**config.mk**
```make
export PLATFORM = sky130hd
export DESIGN_NAME = interleaver_pingpong_ctrl_flat
export DESIGN_NICKNAME = d
export VERILOG_FILES = /design/src/rtl/interleaver_pkg.sv /design/src/rtl/interleaver_pingpong_ctrl_if.sv /design/src/rtl/interleaver_addr_gen.sv /design/src/rtl/interleaver_pingpong_ctrl.sv /design/src/flat_wrapper.sv
export SDC_FILE = /design/constraint.sdc
export NUM_CORES = 1
export LEC_CHECK = 0
export BUFFER_PORTS_ARGS = -buffer_cell sky130_fd_sc_hd__buf_2
export CAP_MARGIN = 5
export CORE_MARGIN = 4
export CORE_UTILIZATION = 35
export CTS_BUF_LIST = sky130_fd_sc_hd__clkbuf_4 sky130_fd_sc_hd__clkbuf_8
export CTS_CLUSTER_DIAMETER = 50
export CTS_CLUSTER_SIZE = 20
export DETAILED_ROUTE_END_ITERATION = 10
export SLEW_MARGIN = 20
export SYNTH_ARGS = -nofsm -noshare
export SYNTH_HDL_FRONTEND = slang
export SYNTH_HIERARCHICAL = 1
export SYNTH_SLANG_ARGS = --single-unit
```
**constraint.sdc**
```tcl
create_clock -name clk -period 5 [get_ports clk]
set_input_delay 1 -clock clk [delete_from_list [all_inputs] [get_ports clk]]
set_output_delay 1 -clock clk [all_outputs]
set_load 0.01 [all_outputs]
```
**src/rtl/interleaver_pkg.sv**
```systemverilog
// Shared constants and types for the ping-pong interleaver controller.
// Default configuration: 192 coded bits per symbol, QPSK, 16 columns.
package interleaver_pkg;

    localparam int NCBPS = 192;                               // bank depth
    localparam int NCPC  = 2;                                 // coded bits per carrier
    localparam int D     = 16;                                // interleaver columns
    localparam int S     = (NCPC / 2 > 1) ? (NCPC / 2) : 1;   // rotation parameter
    localparam int AW    = $clog2(NCBPS);

    typedef logic [AW-1:0] addr_t;

    typedef enum logic [1:0] {
        EMPTY,
        FILLING,
        FULL,
        DRAINING
    } bank_state_t;

endpackage

```
**src/rtl/interleaver_pingpong_ctrl_if.sv**
```systemverilog
// Handshake and memory-control bundle between the controller (master)
// and its surroundings: encoder side, bank RAMs and the mapper.
interface interleaver_pingpong_ctrl_if;

    import interleaver_pkg::*;

    logic  valid_in;
    logic  ready_out;
    logic  wr_en;
    logic  wr_bank;
    addr_t wr_addr;
    logic  rd_en;
    logic  rd_bank;
    addr_t rd_addr;
    logic  valid_out;
    logic  ready_in;
    addr_t data_out_index;
    logic  block_done;

    modport master (
        input  valid_in, ready_in,
        output ready_out, wr_en, wr_bank, wr_addr,
               rd_en, rd_bank, rd_addr,
               valid_out, data_out_index, block_done
    );

    modport slave (
        output valid_in, ready_in,
        input  ready_out, wr_en, wr_bank, wr_addr,
               rd_en, rd_bank, rd_addr,
               valid_out, data_out_index, block_done
    );

endinterface

```
**src/rtl/interleaver_addr_gen.sv**
```systemverilog
// Combinational two-step 802.16 block-interleaver permutation k -> j.
// Evaluated in 32-bit integers so d*m cannot overflow the address width.
module interleaver_addr_gen
    import interleaver_pkg::*;
(
    input  addr_t k,
    output addr_t j
);

    int m;
    int j_full;

    // First permutation spreads adjacent bits across columns; second rotates
    // within groups of S so bits alternate between constellation significance.
    always_comb begin
        m      = (NCBPS / D) * (int'(k) % D) + int'(k) / D;
        j_full = S * (m / S) + ((m + NCBPS - (D * m) / NCBPS) % S);
        j      = addr_t'(j_full);
    end

endmodule

```
**src/rtl/interleaver_pingpong_ctrl.sv**
```systemverilog
// Ping-pong interleaver controller: fills one bank at permuted addresses
// while draining the other in natural order through a one-deep output
// register that tracks the synchronous RAM's one-cycle read latency.
module interleaver_pingpong_ctrl
    import interleaver_pkg::*;
(
    input  logic                               clk,
    input  logic                               reset,
    interleaver_pingpong_ctrl_if.master        bus
);

    localparam addr_t LAST = addr_t'(NCBPS - 1);

    bank_state_t bank_q [2];
    bank_state_t bank_d [2];
    logic        wr_bank_q, wr_bank_d;
    logic        rd_bank_q, rd_bank_d;
    addr_t       k_q, k_d;
    addr_t       r_q, r_d;
    addr_t       idx_q, idx_d;
    logic        valid_q, valid_d;

    logic        ready_out;
    logic        wr_en;
    logic        rd_en;
    addr_t       perm_addr;

    interleaver_addr_gen u_addr_gen (
        .k (k_q),
        .j (perm_addr)
    );

    // Handshake strobes; all derived from registered bank state so a bank
    // freed this cycle only becomes writable next cycle.
    always_comb begin
        ready_out = !reset && ((bank_q[wr_bank_q] == EMPTY) ||
                               (bank_q[wr_bank_q] == FILLING));
        wr_en     = bus.valid_in && ready_out;
        rd_en     = !reset && ((bank_q[rd_bank_q] == FULL) ||
                               (bank_q[rd_bank_q] == DRAINING)) &&
                    (!valid_q || bus.ready_in);
    end

    // Next-state for bank FSMs, pointers and the output register.
    // The writer only touches EMPTY/FILLING banks and the reader only
    // FULL/DRAINING ones, so the two updates never collide on one bank.
    always_comb begin
        // NOTE: every variable gets a default here so no path leaves it
        // unassigned, which would otherwise infer a latch.
        bank_d    = bank_q;
        wr_bank_d = wr_bank_q;
        rd_bank_d = rd_bank_q;
        k_d       = k_q;
        r_d       = r_q;
        idx_d     = idx_q;
        valid_d   = valid_q && !bus.ready_in;

        if (wr_en) begin
            if (k_q == LAST) begin
                k_d               = '0;
                wr_bank_d         = !wr_bank_q;
                bank_d[wr_bank_q] = FULL;
            end else begin
                k_d               = k_q + addr_t'(1);
                bank_d[wr_bank_q] = FILLING;
            end
        end

        if (rd_en) begin
            idx_d   = r_q;
            valid_d = 1'b1;
            if (r_q == LAST) begin
                r_d               = '0;
                rd_bank_d         = !rd_bank_q;
                bank_d[rd_bank_q] = EMPTY;
            end else begin
                r_d               = r_q + addr_t'(1);
                bank_d[rd_bank_q] = DRAINING;
            end
        end
    end

    // State register; synchronous reset discards both banks and the held bit.
    always_ff @(posedge clk) begin
        // NOTE: sequential state uses non-blocking assignments so every flop
        // samples pre-edge values regardless of statement order.
        if (reset) begin
            bank_q[0] <= EMPTY;
            bank_q[1] <= EMPTY;
            wr_bank_q <= 1'b0;
            rd_bank_q <= 1'b0;
            k_q       <= '0;
            r_q       <= '0;
            idx_q     <= '0;
            valid_q   <= 1'b0;
        end else begin
            bank_q    <= bank_d;
            wr_bank_q <= wr_bank_d;
            rd_bank_q <= rd_bank_d;
            k_q       <= k_d;
            r_q       <= r_d;
            idx_q     <= idx_d;
            valid_q   <= valid_d;
        end
    end

    assign bus.ready_out      = ready_out;
    assign bus.wr_en          = wr_en;
    assign bus.wr_bank        = wr_bank_q;
    assign bus.wr_addr        = perm_addr;
    assign bus.rd_en          = rd_en;
    assign bus.rd_bank        = rd_bank_q;
    assign bus.rd_addr        = r_q;
    assign bus.valid_out      = valid_q;
    assign bus.data_out_index = idx_q;
    assign bus.block_done     = valid_q && bus.ready_in && (idx_q == LAST);

endmodule

```
**src/flat_wrapper.sv**
```systemverilog
// flat-port wrapper written by rule: the top's interface ports become plain ports
module interleaver_pingpong_ctrl_flat import interleaver_pkg::*;
  (clk, reset, bus_valid_in, bus_ready_in, bus_ready_out, bus_wr_en, bus_wr_bank, bus_wr_addr, bus_rd_en, bus_rd_bank, bus_rd_addr, bus_valid_out, bus_data_out_index, bus_block_done);
  interleaver_pingpong_ctrl_if bus_i ();
  input  logic clk;
  input  logic reset;
  input wire logic [$bits(bus_i.valid_in)-1:0] bus_valid_in;
  input wire logic [$bits(bus_i.ready_in)-1:0] bus_ready_in;
  output wire logic [$bits(bus_i.ready_out)-1:0] bus_ready_out;
  output wire logic [$bits(bus_i.wr_en)-1:0] bus_wr_en;
  output wire logic [$bits(bus_i.wr_bank)-1:0] bus_wr_bank;
  output wire logic [$bits(bus_i.wr_addr)-1:0] bus_wr_addr;
  output wire logic [$bits(bus_i.rd_en)-1:0] bus_rd_en;
  output wire logic [$bits(bus_i.rd_bank)-1:0] bus_rd_bank;
  output wire logic [$bits(bus_i.rd_addr)-1:0] bus_rd_addr;
  output wire logic [$bits(bus_i.valid_out)-1:0] bus_valid_out;
  output wire logic [$bits(bus_i.data_out_index)-1:0] bus_data_out_index;
  output wire logic [$bits(bus_i.block_done)-1:0] bus_block_done;
  assign bus_i.valid_in = bus_valid_in;
  assign bus_i.ready_in = bus_ready_in;
  assign bus_ready_out = bus_i.ready_out;
  assign bus_wr_en = bus_i.wr_en;
  assign bus_wr_bank = bus_i.wr_bank;
  assign bus_wr_addr = bus_i.wr_addr;
  assign bus_rd_en = bus_i.rd_en;
  assign bus_rd_bank = bus_i.rd_bank;
  assign bus_rd_addr = bus_i.rd_addr;
  assign bus_valid_out = bus_i.valid_out;
  assign bus_data_out_index = bus_i.data_out_index;
  assign bus_block_done = bus_i.block_done;
  interleaver_pingpong_ctrl u_core (.clk(clk), .reset(reset), .bus(bus_i));
endmodule
```
==> results of run 1 <==
==> layer usage <==
layer | global-route usage [%] | vias to the layer above | part of all wire, %
li1 | - | 745 | -
met1 | 17.0 | 662 | 49
met2 | 20.1 | 43 | 44
met3 | 4.73 | 2 | 6.3
met4 | 5.07 | 0 | 0.46
met5 | 0 | - | 0
==> power by group <==
group | total [mW] | switching (mW) | internal (mW)
sequential | 0.233 | 0.00139 | 0.232
combinational | 0.0175 | 0.0111 | 0.00637
clock | 0.186 | 0.0905 | 0.0957
total | 0.437 | 0.103 | 0.334
==> critical path, delay by kind of cell <==
kind	cells	cell delay [ps]
buf+inv	3	930
simple gates	1	570
==> kinds of logic after synthesis <==
group | synth area share [%]
compound gates | 14.7
xor+xnor | 5.91
fa+ha+maj | 8.60
buf+inv | 3.99
flops | 35.6
mux | 3.84
simple gates | 27.3
==> Yosys cell counts, types with 2 or more instances <==
cell	instances	area share, %
a21oi_1	22	6.8
a21oi_2	2	1.1
buf_4	2	0.92
clkbuf_1	4	0.92
dfxtp_1	29	36
fa_1	2	2.5
ha_1	8	6.1
inv_1	4	0.92
mux2_2	2	1.4
mux2i_1	4	2.5
nand2_1	25	5.8
nand3_1	7	2.2
nand3b_1	2	0.92
nand4_1	5	1.9
nand4b_1	2	1.1
nor2_1	14	3.2
nor2b_1	5	1.9
nor3_1	4	1.2
o21ai_0	8	2.5
o21bai_1	2	0.92
or3_1	6	2.3
xnor2_1	3	1.6
xor2_1	8	4.3
==> cell type report <==
type | instances | area (um2) | share of cell area, %
inverters | 5 | 18.8 | 0.986
clock buffers | 5 | 68.8 | 3.61
flip-flops and latches | 29 | 581 | 30.5
well taps | 52 | 65.1 | 3.42
multi-input cells | 149 | 983 | 51.6
repair buffers | 34 | 170 | 8.94
clock inverters | 3 | 17.5 | 0.920
==> how the worst max path moves through the flow <==
stage | start | endpoint
after floorplan | u_core/k_q[1]$_SDFFE_PP0N_ | bus_wr_addr[7]
after global placement | reset | bus_rd_en
after detailed placement | reset | bus_rd_en
after CTS | reset | bus_rd_en
after global routing | reset | bus_rd_en
final | reset | bus_rd_en
==> registers in the layout (all words and copies together), names as in the netlist <==
name / count
u_core/bus.data_out_index: 8
u_core/bus.rd_bank: 1
u_core/k_q: 8
u_core/bank_q: 2
u_core/bus.wr_bank: 1
u_core/bus.valid_out: 1
u_core/bus.rd_addr: 8
==> through the flow <==
stage	area (um2)	setup WS, ps	cells	util [%]	hold slack, ps
finish	1900	1500	277	42.8	477
global route	1900	1370	277	42.8	507
CTS	1900	1500	277	42.8	479
detailed placement	1820	1500	269	40.9	460
global placement	1820	1560	269	40.9	470
floorplan	1630	2080	191	-	488
==> flow_metrics.env, run 1 <==
export IMPL_syn_num_nets=205
export IMPL_core_um2=4440
export IMPL_cp_required_ps=4000
export IMPL_setup_tns_ps=0
export IMPL_r2r_start="u_core/bus.rd_bank$_SDFFE_PP0P_"
export IMPL_cts_clk_slew_worst_paths_ps=60
export IMPL_drt_iter0_drc=68
export IMPL_relSlewSlack_pct=61.3
export IMPL_synth_edf_count=0
export IMPL_clock_path_buffers=2
export IMPL_cap_violations=0
export IMPL_postSynthAreaPerCell_um2=8.53
export IMPL_rr_endpoint="u_core/bus.rd_addr[5]$_SDFFE_PP0P_"
export IMPL_period_share_pct=70.0
export IMPL_initial_core_util_pct=36.7
export IMPL_clock_latency_ps=280
export IMPL_mostFrequentLayoutCells="buf_2, dfxtp_1, nand2_1, a21oi_1, nor2_1"
export IMPL_ys_warn_count=6
export IMPL_via_per_inst=5.24
export IMPL_ant_nets=0
export IMPL_min_delay_start="u_core/bus.data_out_index[6]$_SDFFE_PP0P_"
export IMPL_rrSetupSlack_ps=3000
export IMPL_leakagePower_nw=0.787
export IMPL_fill_cells=472
export IMPL_post_route_min_period_ps=3500
export IMPL_cp_end_kind="output pin"
export IMPL_criticalPathCategory="in -> out"
export IMPL_hold_path_end="u_core/bus.data_out_index[6]$_SDFFE_PP0P_"
export IMPL_ys_types=44
export IMPL_crit_fanout=31
export IMPL_antenna_found_initial=0
export IMPL_num_rows=24
export IMPL_yosys_most_used_dff="dfxtp_1"
export IMPL_finalPower_uw=437
export IMPL_status="finished clean"
export IMPL_hp_class="reg -> reg"
export IMPL_grt_max_degree=32
export IMPL_portBuffers=34
export IMPL_routedWlPerCell_um=13.4
export IMPL_ios=35
export IMPL_grt_ovfl_total=0
export IMPL_wirelength_mm=3.70
export IMPL_cts_inserted_buffers=5
export IMPL_place_gp_congestion=0.799
export IMPL_yosysSeqAreaShare_pct=35.6
export IMPL_pwr_density_cell_nw_per_um2=229
export IMPL_cpMaxStageDelayCell="or3_1"
export IMPL_fmax_mhz=286
export IMPL_tightest_slew_ps=581
export IMPL_cts_tree="yes"
export IMPL_clock_sinks=29
export IMPL_hpwl_mm=2.66
export IMPL_synth_area_um2=1630
export IMPL_drcViolationCount=0
export IMPL_via_count=1452
export IMPL_r2r_cells=4
export IMPL_finalMaxSlewViolations=0
export IMPL_cts_resized=0
export IMPL_drive_gt1_share_pct=22.7
export IMPL_syn2layout_area_growth_pct=16.9
export IMPL_design_die_area_um2=5810
export IMPL_grt_pass1_wl_mm=6.33
export IMPL_fin_skew_ps=5.92
export IMPL_vdd_ir_drop_worst_v=0.000147
export IMPL_synthArstFlopShare_pct=0
export IMPL_synth_cells=191
export IMPL_die_y_um=76.2
export IMPL_n_antenna_cell=0
export IMPL_grt_usage_pct=13.2
export IMPL_final_common_cell="buf_2"
export IMPL_arrival_ps=2500
export IMPL_ys_ff_latch=29
export IMPL_cpPeakStageDelay_ps=570
export IMPL_hold_depth=2
export IMPL_crit_chain="buf_2 > or3_1 > inv_1 > buf_2"
export IMPL_finalSetupViolations=0
export IMPL_htreeDepth=2
export IMPL_die_x_um=76.2
export IMPL_cp_start_kind="input pin"
export IMPL_nets=238
export IMPL_dr_pass1_iters=4
export IMPL_ctsHoldBuffers=0
export IMPL_rsz0062_at_grt="false"
export IMPL_cts_setup_buffers=0
export IMPL_cpMostUsedCell="buf_2"
export IMPL_root_buffer="clkbuf_8"
export IMPL_finalHoldViolations=0
export IMPL_grt_pass1_vias=1380
(Power assumes the default switching activity.)
==> run 2: changes to the inputs <==
==> constraint.sdc (replaced) <==
create_clock -name clk -period 3.4 [get_ports clk]
set_input_delay 0.68 -clock clk [delete_from_list [all_inputs] [get_ports clk]]
set_output_delay 0.68 -clock clk [all_outputs]
set_load 0.01 [all_outputs]
==> flow_metrics.env, run 2 (synthesized netlist as in run 1, its figures left out) <==
export IMPL_die_x_um=76.2
export IMPL_finalPower_uw=744
export IMPL_cap_violations=0
export IMPL_rrSetupSlack_ps=1470
export IMPL_grt_met3_usage_pct=4.37
export IMPL_syn2layout_area_growth_pct=19.9
export IMPL_clock_latency_ps=280
export IMPL_period_share_pct=91.7
export IMPL_pwr_density_cell_nw_per_um2=381
export IMPL_crit_fanout=6
export IMPL_htreeDepth=2
export IMPL_hpwl_mm=2.58
export IMPL_clock_path_buffers=2
export IMPL_status="finished clean"
export IMPL_drcViolationCount=0
export IMPL_rsz0062_at_grt="false"
export IMPL_top_usage_layer="met2"
export IMPL_num_rows=24
export IMPL_via_per_inst=5.19
export IMPL_cts_clk_slew_worst_paths_ps=60
export IMPL_grt_usage_pct=13.0
export IMPL_seq_area_um2=581
export IMPL_die_y_um=76.2
export IMPL_cts_inserted_buffers=5
export IMPL_cts_setup_buffers=0
export IMPL_arrival_ps=2440
export IMPL_pre_cts_slack_ps=593
export IMPL_dr_pass1_iters=4
export IMPL_portBuffers=34
export IMPL_fin_skew_ps=6.68
export IMPL_routedWlPerCell_um=12.9
export IMPL_via_count=1449
export IMPL_r2r_cells=4
export IMPL_criticalPathCategory="reg -> out"
export IMPL_fill_cells=460
export IMPL_cts_resized=0
export IMPL_wirelength_mm=3.61
export IMPL_clock_sinks=29
export IMPL_finalSetupViolations=0
export IMPL_cp_required_ps=2720
export IMPL_cts_tree="yes"
export IMPL_nets=240
export IMPL_antenna_found_initial=0
export IMPL_setup_tns_ps=0
export IMPL_ctsHoldBuffers=0
export IMPL_ios=35
export IMPL_drt_iter0_drc=82
export IMPL_cp_end_kind="output pin"
export IMPL_use_met2_pct=19.3
export IMPL_postLayoutCellArea_um2=1950
export IMPL_fin_ws_ps=282
export IMPL_vdd_ir_drop_worst_v=0.000195
export IMPL_design_die_area_um2=5810
export IMPL_drive_gt1_share_pct=23.3
export IMPL_leakagePower_nw=0.809
export IMPL_ant_nets=0
export IMPL_hp_class="reg -> reg"
export IMPL_grt_max_degree=19
export IMPL_fmax_mhz=321
export IMPL_place_gp_congestion=0.811
export IMPL_initial_core_util_pct=36.7
export IMPL_n_antenna_cell=0
export IMPL_relSlewSlack_pct=60.1
export IMPL_grt_pass1_vias=1373
export IMPL_grt_met1_usage_pct=17.5
export IMPL_finalMaxSlewViolations=0
export IMPL_core_um2=4440
export IMPL_grt_pass1_wl_mm=6.28
export IMPL_grt_ovfl_total=0
export IMPL_hold_depth=2
export IMPL_finalHoldViolations=0
export IMPL_mostFrequentLayoutCells="buf_2, dfxtp_1, nand2_1, a21oi_1, nor2_1"
export IMPL_final_common_cell="buf_2"
export IMPL_post_route_min_period_ps=3120
export IMPL_root_buffer="clkbuf_8"
export IMPL_multi_input_area_um2=983
export IMPL_postPlaceCellArea_um2=1830
export IMPL_tightest_slew_ps=593
export IMPL_cp_start_kind="register"
-- run 2: final timing paths --
| kind | endpoint | start |
|---|---|---|
| worst max register to register | u_core/bank_q[1]$_SDFF_PP0_ | u_core/k_q[3]$_SDFFE_PP0N_ |
| worst min register to register | u_core/bus.data_out_index[4]$_SDFFE_PP0P_ | u_core/bus.data_out_index[4]$_SDFFE_PP0P_ |
| worst max-delay path | bus_wr_addr[7] | u_core/k_q[1]$_SDFFE_PP0N_ |
| worst min-delay path | u_core/bus.data_out_index[4]$_SDFFE_PP0P_ | u_core/bus.data_out_index[4]$_SDFFE_PP0P_ |
-- run 2: where the power goes --
part	internal [mW]	switching, mW
logic	0.00995	0.0164
clock network	0.238	0.137
registers	0.341	0.00198
-- run 2: per-layer routing --
metal  share of wire [%]  up-vias
li1                    -      743
met1                  49      663
met2                  43       37
met3                 6.4        6
met4                 1.3        0
met5                   0        -
-- run 2: layout make-up --
class                           count  share of cell area, %
Clock inverter                      2                   1.92
Timing Repair Buffer               36                   9.48
Clock buffer                        6                   4.23
Tap cell                           52                   3.33
Inverter                            5                  0.961
Sequential cell                    29                   29.7
Multi-Input combinational cell    149                   50.4
-- run 2: critical path: stages, from the launching register on --
cell and delay (ps):
dfxtp_1 370, ha_1 240, fa_1 570, inv_2 80, o41ai_4 350, o211ai_1 130, mux2_2 270, buf_2 140
-- run 2: through the flow --
stage | cells | hold WS, ps | util (%)
2_1_floorplan | 191 | 488 | -
3_3_place_gp | 271 | 464 | 41.2
3_5_place_dp | 271 | 464 | 41.2
4_1_cts | 279 | 476 | 43.9
5_1_grt | 279 | 497 | 43.9
6_report | 279 | 475 | 43.9
==> run 3: changes to the inputs <==
--- a/config.mk
+++ b/config.mk
@@ -7,7 +7,7 @@
 export LEC_CHECK = 0
 export BUFFER_PORTS_ARGS = -buffer_cell sky130_fd_sc_hd__buf_2
 export CAP_MARGIN = 5
-export CORE_MARGIN = 4
+export CORE_MARGIN = 2
 export CORE_UTILIZATION = 35
 export CTS_BUF_LIST = sky130_fd_sc_hd__clkbuf_4 sky130_fd_sc_hd__clkbuf_8
 export CTS_CLUSTER_DIAMETER = 50
==> constraint.sdc (replaced) <==
create_clock -name clk -period 3.4 [get_ports clk]
set_input_delay 0.17 -clock clk [delete_from_list [all_inputs] [get_ports clk]]
set_output_delay 0.17 -clock clk [all_outputs]
set_load 0.01 [all_outputs]
==> flow_metrics.env, run 3 (synthesized netlist as in run 1, its figures left out) <==
export IMPL_status="finished clean"
export IMPL_via_per_inst=5.21
export IMPL_relSlewSlack_pct=59.1
export IMPL_syn2layout_area_growth_pct=17.1
export IMPL_drt_iter0_drc=51
export IMPL_num_rows=24
export IMPL_finalHoldViolations=0
export IMPL_pwr_density_cell_nw_per_um2=348
export IMPL_pre_cts_slack_ps=1110
export IMPL_nets=238
export IMPL_cpPeakStageDelay_ps=580
export IMPL_final_common_cell="buf_2"
export IMPL_ant_nets=0
export IMPL_grt_usage_pct=15.1
export IMPL_cpMaxStageDelayCell="fa_1"
export IMPL_postPlaceCellArea_um2=1820
export IMPL_cp_start_kind="register"
export IMPL_cp_end_kind="output pin"
export IMPL_design_die_area_um2=5220
export IMPL_portBuffers=34
export IMPL_setup_tns_ps=0
export IMPL_cts_inserted_buffers=5
export IMPL_via_count=1439
export IMPL_dr_pass1_iters=6
export IMPL_grt_pass1_wl_mm=6.22
export IMPL_leakagePower_nw=0.791
export IMPL_clock_path_buffers=2
export IMPL_stdcell_count=276
export IMPL_root_buffer="clkbuf_8"
export IMPL_finalSetupViolations=0
export IMPL_grt_max_degree=32
export IMPL_clock_latency_ps=290
export IMPL_routedWlPerCell_um=12.8
export IMPL_cts_setup_buffers=0
export IMPL_place_gp_congestion=0.789
export IMPL_die_y_um=72.2
export IMPL_cap_violations=0
export IMPL_initial_core_util_pct=36.9
export IMPL_vdd_ir_drop_worst_v=0.000195
export IMPL_grt_ovfl_total=0
export IMPL_post_route_min_period_ps=2590
export IMPL_postLayoutCellArea_um2=1910
export IMPL_cts_clk_slew_worst_paths_ps=60
export IMPL_timing_critical_path_buf_inv=2
export IMPL_grt_pass1_vias=1369
export IMPL_drive_gt1_share_pct=22.3
export IMPL_hp_class="in -> reg"
export IMPL_rsz0062_at_grt="false"
export IMPL_fin_ws_ps=805
export IMPL_antenna_found_initial=0
export IMPL_finalMaxSlewViolations=0
export IMPL_hpwl_mm=2.54
export IMPL_period_share_pct=76.3
export IMPL_core_um2=4410
export IMPL_n_antenna_cell=0
export IMPL_crit_chain="ha_1 > fa_1 > inv_2 > o41ai_4 > o211ai_1 > mux2_2 > buf_2"
export IMPL_htreeDepth=2
export IMPL_critPathTopFamily="adder cells"
export IMPL_crit_fanout=6
export IMPL_cts_resized=0
export IMPL_fin_skew_ps=6.33
export IMPL_cp_required_ps=3230
export IMPL_dp_cells=269
export IMPL_arrival_ps=2420
export IMPL_ios=35
export IMPL_ctsHoldBuffers=0
export IMPL_mostFrequentLayoutCells="buf_2, dfxtp_1, nand2_1, a21oi_1, nor2_1"
export IMPL_final_util_pct=43.2
export IMPL_die_x_um=72.2
export IMPL_drcViolationCount=0
export IMPL_tightest_slew_ps=613
export IMPL_clock_sinks=29
export IMPL_cts_tree="yes"
export IMPL_wirelength_mm=3.55
export IMPL_fmax_mhz=385
export IMPL_criticalPathCategory="reg -> out"
run 3: changes by cell type in the layout (fill, tap and decap cells not counted), sizes merged:
cell | previous run | this run
buf | 36 | 34
clkbuf | 6 | 7
bufinv | 1 | 0
clkinvlp | 1 | 0
run 3: final cells by class:
class / instances / area (um2)
fillers: 471 / 2510
multi-input cells: 149 / 983
flip-flops and latches: 29 / 581
repair buffers: 34 / 170
clock buffers: 7 / 90.1
well taps: 52 / 65.1
inverters: 5 / 18.8
run 3: worst paths after layout:
path                                              from                                         to  slack, ps  cells past startpoint
max                         u_core/k_q[1]$_SDFFE_PP0N_                             bus_wr_addr[7]        810                      7
max reg2reg            u_core/bus.rd_bank$_SDFFE_PP0P_         u_core/bus.rd_addr[5]$_SDFFE_PP0P_       1430                      4
min                                       bus_ready_in            u_core/bus.valid_out$_SDFF_PP0_        230                      4
min reg2reg  u_core/bus.data_out_index[4]$_SDFFE_PP0P_  u_core/bus.data_out_index[4]$_SDFFE_PP0P_        470                      2
run 3: tightest hold or removal path, cell delays in order:
cell and delay [ps]:
buf_2 90, nor2b_1 60, nor2b_1 110, nor2_1 40
run 3: per-stage QoR:
step                      hold slack (ps)  power, mW
after floorplan                       398      0.368
after global placement                460      0.376
after detailed placement              463      0.377
after CTS                             234      0.676
after global routing                  285      0.692
final                                 232      0.664
run 3: metal layers:
layer | wire length (um) | global-route usage [%] | vias up
li1 | - | - | 743
met1 | 1710 | 19.5 | 661
met2 | 1600 | 24.2 | 28
met3 | 182 | 3.61 | 7
met4 | 51 | 6.29 | 0
met5 | 0 | 0 | -
run 3: where the power goes:
| part | switching [mW] | leakage [nW] | internal (mW) |
|---|---|---|---|
| clock network | 0.127 | 0.0477 | 0.168 |
| logic | 0.0164 | 0.509 | 0.00930 |
| registers | 0.00195 | 0.234 | 0.341 |
| total | 0.145 | 0.791 | 0.518 |
